**src/rtl/branch_pkg.sv**
```systemverilog
`default_nettype none
// ----------------------------------------------------------------------------
// branch_pkg: branch opcodes, flag layout, predictor reset value, cond_eval
// rev 1.0
// ----------------------------------------------------------------------------
package branch_pkg;

  localparam logic [4:0] c_opc_beq = 5'b10011;
  localparam logic [4:0] c_opc_blt = 5'b10100;
  localparam logic [4:0] c_opc_bgt = 5'b10101;
  localparam logic [4:0] c_opc_bne = 5'b10110;
  localparam logic [4:0] c_opc_ble = 5'b10111;
  localparam logic [4:0] c_opc_bge = 5'b11000;
  localparam logic [4:0] c_opc_bra = 5'b11001;

  // Bit positions within the 4-bit {Z,N,V,C} layout; wider/narrower flag
  // vectors keep Z at the MSB and are re-based by the user.
  localparam int c_flag_z = 3;
  localparam int c_flag_n = 2;
  localparam int c_flag_v = 1;
  localparam int c_flag_c = 0;

  localparam logic [1:0] c_ctr_rst = 2'b01;

  typedef struct packed {
    logic taken;
    logic is_branch;
  } cond_t;

  // znv = {Z,N,V}; carry never participates in a branch condition.
  function automatic cond_t cond_eval(input logic [4:0] opcode, input logic [2:0] znv);
    cond_t res;
    logic  z;
    logic  lt;
    z             = znv[2];
    lt            = znv[1] ^ znv[0];
    res.taken     = 1'b0;
    res.is_branch = 1'b1;
    case (opcode)
      c_opc_beq: res.taken = z;
      c_opc_bne: res.taken = !z;
      c_opc_blt: res.taken = lt;
      c_opc_bge: res.taken = !lt;
      c_opc_bgt: res.taken = !z && !lt;
      c_opc_ble: res.taken = z || lt;
      c_opc_bra: res.taken = 1'b1;
      default:   res.is_branch = 1'b0;
    endcase
    return res;
  endfunction

endpackage
`default_nettype wire

```
**src/rtl/bht_2bit.sv**
```systemverilog
`default_nettype none
// ----------------------------------------------------------------------------
// bht_2bit: table of 2-bit saturating direction counters, combinational read
// rev 1.0
// ----------------------------------------------------------------------------
module bht_2bit
  import branch_pkg::*;
#(
  parameter int DEPTH = 16,
  parameter int IDX_W = 4
) (
  input  logic             clk,
  input  logic             rst,
  input  logic             upd_en,
  input  logic [IDX_W-1:0] upd_idx,
  input  logic             upd_taken,
  input  logic [IDX_W-1:0] rd_idx,
  output logic             rd_taken
);

  logic [1:0] r_ctr [DEPTH];

  always_ff @(posedge clk or posedge rst) begin
    if (rst) begin
      for (int i = 0; i < DEPTH; i++) r_ctr[i] <= c_ctr_rst;
    end else if (upd_en) begin
      if (upd_taken && (r_ctr[upd_idx] != 2'b11))
        r_ctr[upd_idx] <= r_ctr[upd_idx] + 2'd1;
      else if (!upd_taken && (r_ctr[upd_idx] != 2'b00))
        r_ctr[upd_idx] <= r_ctr[upd_idx] - 2'd1;
    end
  end

  // Reads see the stored value, so a same-cycle update shows up next cycle.
  assign rd_taken = r_ctr[rd_idx][1];

endmodule
`default_nettype wire

```
**src/rtl/branch_resolve_unit.sv**
```systemverilog
`default_nettype none
// ----------------------------------------------------------------------------
// branch_resolve_unit: flag register + branch resolve; BHT when BRANCH_PREDICT_EN
// rev 1.0
// ----------------------------------------------------------------------------
module branch_resolve_unit
  import branch_pkg::*;
#(
  parameter int OPC_W     = 5,
  parameter int PC_W      = 16,
  parameter int FLAG_W    = 4,
  parameter int BHT_DEPTH = 16
) (
  input  logic              clk,
  input  logic              rst,
  input  logic              stall,
  input  logic              flag_we,
  input  logic [FLAG_W-1:0] alu_flags,
  input  logic              rs_valid,
  input  logic [OPC_W-1:0]  rs_opcode,
  input  logic [PC_W-1:0]   rs_pc,
  input  logic              rs_pred_taken,
  input  logic [PC_W-1:0]   pd_pc,
  output logic              pd_taken,
  output logic              br_taken,
  output logic              mispredict,
  output logic [FLAG_W-1:0] flags_q
);

  localparam int c_idx_w = $clog2(BHT_DEPTH);
  localparam int c_zi    = FLAG_W - 4 + c_flag_z;
  localparam int c_ni    = FLAG_W - 4 + c_flag_n;
  localparam int c_vi    = FLAG_W - 4 + c_flag_v;

  logic [FLAG_W-1:0]  r_flags;
  logic               r_br_taken;
  logic               r_mispredict;
  logic [FLAG_W-1:0]  w_eff_flags;
  logic [31:0]        w_opc_ext;
  cond_t              w_cond;
  logic               w_is_branch;
  logic               w_resolve;
  logic               w_mis_next;
  logic [c_idx_w-1:0] w_rs_idx;
  logic [c_idx_w-1:0] w_pd_idx;
  logic               w_unused;

  // ALU write-back in the same cycle bypasses the flag register.
  assign w_eff_flags = flag_we ? alu_flags : r_flags;
  assign w_opc_ext   = 32'(rs_opcode);
  assign w_cond      = cond_eval(w_opc_ext[4:0],
                                 {w_eff_flags[c_zi], w_eff_flags[c_ni], w_eff_flags[c_vi]});
  assign w_is_branch = w_cond.is_branch && (w_opc_ext[31:5] == '0);
  assign w_resolve   = rs_valid && !stall && w_is_branch;
  assign w_rs_idx    = rs_pc[c_idx_w-1:0];
  assign w_pd_idx    = pd_pc[c_idx_w-1:0];

`ifdef BRANCH_PREDICT_EN
  assign w_mis_next = w_cond.taken ^ rs_pred_taken;

  bht_2bit #(
    .DEPTH (BHT_DEPTH),
    .IDX_W (c_idx_w)
  ) u_bht (
    .clk       (clk),
    .rst       (rst),
    .upd_en    (w_resolve),
    .upd_idx   (w_rs_idx),
    .upd_taken (w_cond.taken),
    .rd_idx    (w_pd_idx),
    .rd_taken  (pd_taken)
  );

  assign w_unused = ^{w_eff_flags, rs_pc, pd_pc};
`else
  // Static not-taken: every taken branch is a mispredict.
  assign w_mis_next = w_cond.taken;
  assign pd_taken   = 1'b0;
  assign w_unused   = ^{w_eff_flags, rs_pc, pd_pc, rs_pred_taken, w_rs_idx, w_pd_idx, w_resolve};
`endif

  always_ff @(posedge clk or posedge rst) begin
    if (rst) begin
      r_flags      <= '0;
      r_br_taken   <= 1'b0;
      r_mispredict <= 1'b0;
    end else if (!stall) begin
      if (flag_we) r_flags <= alu_flags;
      r_br_taken   <= rs_valid && w_is_branch && w_cond.taken;
      r_mispredict <= rs_valid && w_is_branch && w_mis_next;
    end
  end

  assign br_taken   = r_br_taken;
  assign mispredict = r_mispredict;
  assign flags_q    = r_flags;

endmodule
`default_nettype wire

```
**config.mk**
```make
export PLATFORM = sky130hd
export DESIGN_NAME = branch_resolve_unit
export DESIGN_NICKNAME = d
export VERILOG_FILES = /design/src/rtl/branch_pkg.sv /design/src/rtl/bht_2bit.sv /design/src/rtl/branch_resolve_unit.sv
export SDC_FILE = /design/constraint.sdc
export NUM_CORES = 1
export LEC_CHECK = 0
export CORE_MARGIN = 2
export CORE_UTILIZATION = 26
export CTS_CLUSTER_DIAMETER = 150
export CTS_CLUSTER_SIZE = 10
export DETAILED_ROUTE_END_ITERATION = 16
export GPL_TIMING_DRIVEN = 0
export PLACE_DENSITY = 0.95
export SLEW_MARGIN = 40
export SYNTH_ARGS = -nofsm -noshare
export SYNTH_HDL_FRONTEND = slang
export SYNTH_HIERARCHICAL = 1
export SYNTH_SLANG_ARGS = --single-unit
```
**constraint.sdc**
```tcl
create_clock -name clk -period 3.2 [get_ports clk]
set_input_delay 0.64 -clock clk [delete_from_list [all_inputs] [get_ports clk]]
set_output_delay 0.64 -clock clk [all_outputs]
set_load 0.02 [all_outputs]
```
* Word level (Yosys, flattened, before mapping)
Index checks and enable logic that the tools add are counted.
Operators by class: bitwise logic cells 2, reductions and logical operators 8, muxes and demuxes 3, eq/ne operators 7
Operators with widths (count):
- $eq A5 B5 Y1 const B | 7
- $pmux W1 S7 | 1
- $reduce_or A7 Y1 | 1
- $mux W4 | 1
- $logic_and A1 B1 Y1 | 3
- $logic_not A1 Y1 | 2
- $reduce_and A2 Y1 | 1
- $logic_or A1 B1 Y1 | 1
- $mux W1 | 1
- $not A1 Y1 | 1
- $xor A1 B1 Y1 | 1
Word-level totals: register bits after elaboration 5, output and inout port bits 7

* Logic depth before layout (Yosys ltp)
word-level depth 6, mapped depth 5, gate-level depth less buffers 5

* Worst setup path after synthesis
Ideal clock, no wire load.
kind input to register, start point input alu_flags[1], end point register r_mispredict, in the netlist mispredict, required time 3.074 ns, slack 1.770 ns, cell stages on the path 5, path buffers 0, setup time 0.126 ns, data arrival time 1.304 ns, path through xor2_1 > mux2i_1 > mux2i_1 > a32oi_1 > o21ai_1
Between the ends: cells in the longest elaborated chain, start to end 6, elaborated cells on any way between the ends 7, those cells by class mux (2); bitwise (1); reduce/logical (4)
RTL lines:
- start, declared | line branch_resolve_unit.sv:18 | input logic [FLAG_W-1:0] alu_flags,
- $mux W4 *
- $xor A1 B1 Y1 * | line branch_pkg.sv:36 | lt = znv[1] ^ znv[0];
- $logic_not A1 Y1 | line branch_pkg.sv:43, branch_pkg.sv:44
- $logic_and A1 B1 Y1 | line branch_pkg.sv:44 | c_opc_bgt: res.taken = !z && !lt;
- $pmux W1 S7 * | line branch_pkg.sv:39 | case (opcode)
- $logic_and A1 B1 Y1 * | line branch_resolve_unit.sv:90 | r_mispredict <= rs_valid && w_is_branch && w_mis_next;
- end signal, assigned | line branch_resolve_unit.sv:90
- end, declared | line branch_resolve_unit.sv:37 | logic r_mispredict;
Every way passes the cells marked *; elsewhere a longest branch is shown, timed or not. A chain may end at the register's enable or synchronous reset.

* Worst setup path after layout
start point input flag_we, end point register r_mispredict, in the netlist mispredict
Between the ends: cells in the longest elaborated chain, start to end 6, elaborated cells on any way between the ends 8, those cells by class mux (2); bitwise (1); reduce/logical (5)
RTL lines:
- start, declared | line branch_resolve_unit.sv:17 | input logic flag_we,
- $mux W4 *
- $xor A1 B1 Y1 | line branch_pkg.sv:36
- $logic_not A1 Y1 | line branch_pkg.sv:43, branch_pkg.sv:44
- $logic_and A1 B1 Y1 | line branch_pkg.sv:44
- $pmux W1 S7 * | line branch_pkg.sv:39
- $logic_and A1 B1 Y1 * | line branch_resolve_unit.sv:90
Marked as above.

==> impl_metrics.json <==
{
  "status": "finished, final reports clean",
  "setup_viol": 0,
  "num_vias": 383,
  "cp.required_ps": 3310,
  "gp_congestion": 0.656,
  "die_w_um": 43.4,
  "seqCellArea_sq_um": 125,
  "numPortBuffers": 19,
  "finalWorstSetupSlack_ps": 1250,
  "final_cell_mix": "clkdlybuf4s50_1 (19), dfrtp_1 (5), mux2_2 (4), nor2_1 (4)",
  "cts_resized": 0,
  "min-delay-start": "flags_q[0]$_DFFE_PP0P_",
  "ys_ff_latch": 5,
  "clk_pin_slew_ps": 40,
  "tns_ps": 0,
  "multi_input_area_sq_um": 259,
  "yosysUniqueCellTypes": 21,
  "drcViolationCount": 0,
  "maxSlewViolCount": 0,
  "area_growth_pct": 58.7,
  "yosysTopAreaCell": "dfrtp_1",
  "insertion_delay_ps": 240,
  "overflow": 0,
  "min_period_ps": 1950,
  "grt_pass1_vias": 377,
  "worst_setup_path_end_kind": "flop",
  "powerDensity_nw_per_um2": 368,
  "startpoint_type": "primary input",
  "final_common_cell": "clkdlybuf4s50_1",
  "yosysTopAreaCellShare_pct": 31.1,
  "vias_per_cell": 4.85,
  "placementRows": 14,
  "ys_seq_area_share_pct": 31.1,
  "final_net_count": 111,
  "initial_core_util_pct": 27.4,
  "fmax_mhz": 514,
  "drt_iter0_drc": 1,
  "cts_tree": "built",
  "ys_warn_count": 6,
  "h-tree-depth": 1,
  "finalClockSkew_ps": 2.38,
  "ios": 54,
  "grt_first_pass_wirelength_um": 1500,
  "n_antenna_cell": 0,
  "ctsHoldBuffers": 0,
  "crit_start": "flag_we",
  "grt_use_total_pct": 10.4,
  "syn-num-nets": 87,
  "die_h_um": 43.4,
  "crit_arrival_ps": 2060,
  "synth_area_leaders": "dfrtp_1 (31%), mux2_2 (11%), xor2_1 (6.5%), mux2i_1 (5.0%), a32oi_1 (4.3%)",
  "p_leak_nw": 0.264,
  "cts_setup_buffers": 0,
  "drive_gt1_share_pct": 20.6,
  "hold_path.class": "reg -> reg",
  "syn_area_sq_um": 403,
  "syn_avg_cell_area_sq_um": 10.1,
  "drt_wl_total_um": 866,
  "antenna_found_initial": 0,
  "rr_startpoint": "flags_q[3]$_DFFE_PP0N_",
  "dp_hpwl_um": 729,
  "cts_buffer_depth": 2,
  "clkSinkCount": 5,
  "finalHoldViolCount": 0,
  "first_pass_iters": 2,
  "grt_max_degree": 9,
  "wl_per_cell_um": 11.0,
  "dieArea_sq_um": 1880,
  "cts_buffers": 3,
  "ir_drop_mv": 0.220,
  "worst-setup-path-type": "in -> reg",
  "drtAntennaViolNets": 0,
  "period_share_pct": 60.8,
  "drv_cap": 0,
  "cts_root_buf": "clkbuf_4",
  "synth_cells": 40,
  "cp_max_fo": 5,
  "fillers": 158,
  "place_ws_ps": 1020,
  "rsz0062_at_grt": "no",
  "core_area_sq_um": 1470
}
==> registers in the layout, indices dropped and copies added, names as in the netlist <==
name and cells:
flags_q 4, mispredict 1
==> per-stage QoR <==
step / hold WS (ps) / instances / cell area, sq um / util, % / total power [W]
floorplan: 419 / 40 / 403 / - / 0.000123
detailed placement: 514 / 75 / 613 / 41.7 / 0.000167
global placement: 496 / 75 / 613 / 41.7 / 0.000164
CTS: 528 / 79 / 639 / 43.5 / 0.000241
global route: 559 / 79 / 639 / 43.5 / 0.000252
finish: 518 / 79 / 639 / 43.5 / 0.000236
==> final timing paths <==
check                      depth (start not counted)  slack (ps)                     end
max                                                6        1250  mispredict$_DFFE_PP0N_
min                                                1         520  flags_q[0]$_DFFE_PP0P_
max reg2reg                                        5        1900  mispredict$_DFFE_PP0N_
min reg2reg                                        1         520  flags_q[0]$_DFFE_PP0P_
max in group asynchronous                          2        2440  mispredict$_DFFE_PP0N_
min in group asynchronous                          2         590  flags_q[1]$_DFFE_PP0N_
==> layer usage <==
layer	routed length, um	GRT usage, %
met1	353	12.1
met2	477	17.6
met3	35	2.50
met4	0	5.45
met5	0	0
==> power breakdown <==
part | total (W) | switching (W) | internal, W
Sequential | 0.0000778 | 0.00000645 | 0.0000713
Combinational | 0.0000873 | 0.0000378 | 0.0000495
Clock | 0.0000704 | 0.0000235 | 0.0000470
Total | 0.000236 | 0.0000677 | 0.000168
==> worst max-delay path, stage by stage <==
cell and delay [ps]:
clkdlybuf4s50_1 600, mux2_4 340, a32oi_1 170, o21ai_1 90, a21oi_1 150, o21ai_1 80
==> kinds of logic (layout without fill, tap and decap cells) <==
group	Yosys count	count (layout)	share of synthesized area, %
compound gates	8	8	15.5
xor+xnor	3	3	6.52
buf+inv	3	26	4.66
flops	5	5	31.1
mux	7	7	19.9
other cells	1	1	0.931
simple gates	13	13	21.4
==> final cells by class <==
| cell class | count | share of cell area [%] |
|---|---|---|
| repair buffers | 19 | 29.7 |
| clock buffers | 4 | 4.11 |
| flip-flops and latches | 5 | 19.6 |
| well taps | 16 | 3.13 |
| multi-input cells | 32 | 40.5 |
| inverters | 1 | 0.587 |
| plain buffers | 2 | 2.35 |
==> synthesized netlist by cell type <==
cell type and count:
dfrtp_1 5, mux2_2 4, nor2_1 4, xor2_1 3, a21oi_1 2, a32oi_1 2, buf_4 2, mux2i_1 2
nand2_1 2, nand4b_1 2, o21ai_1 2, a21o_2 1, and2b_1 1, and4b_2 1, conb_1 1, inv_1 1
mux2_4 1, nand2b_1 1, nand4bb_1 1, nor4bb_1 1, o32ai_2 1
Power figures use the tool's default switching activity.
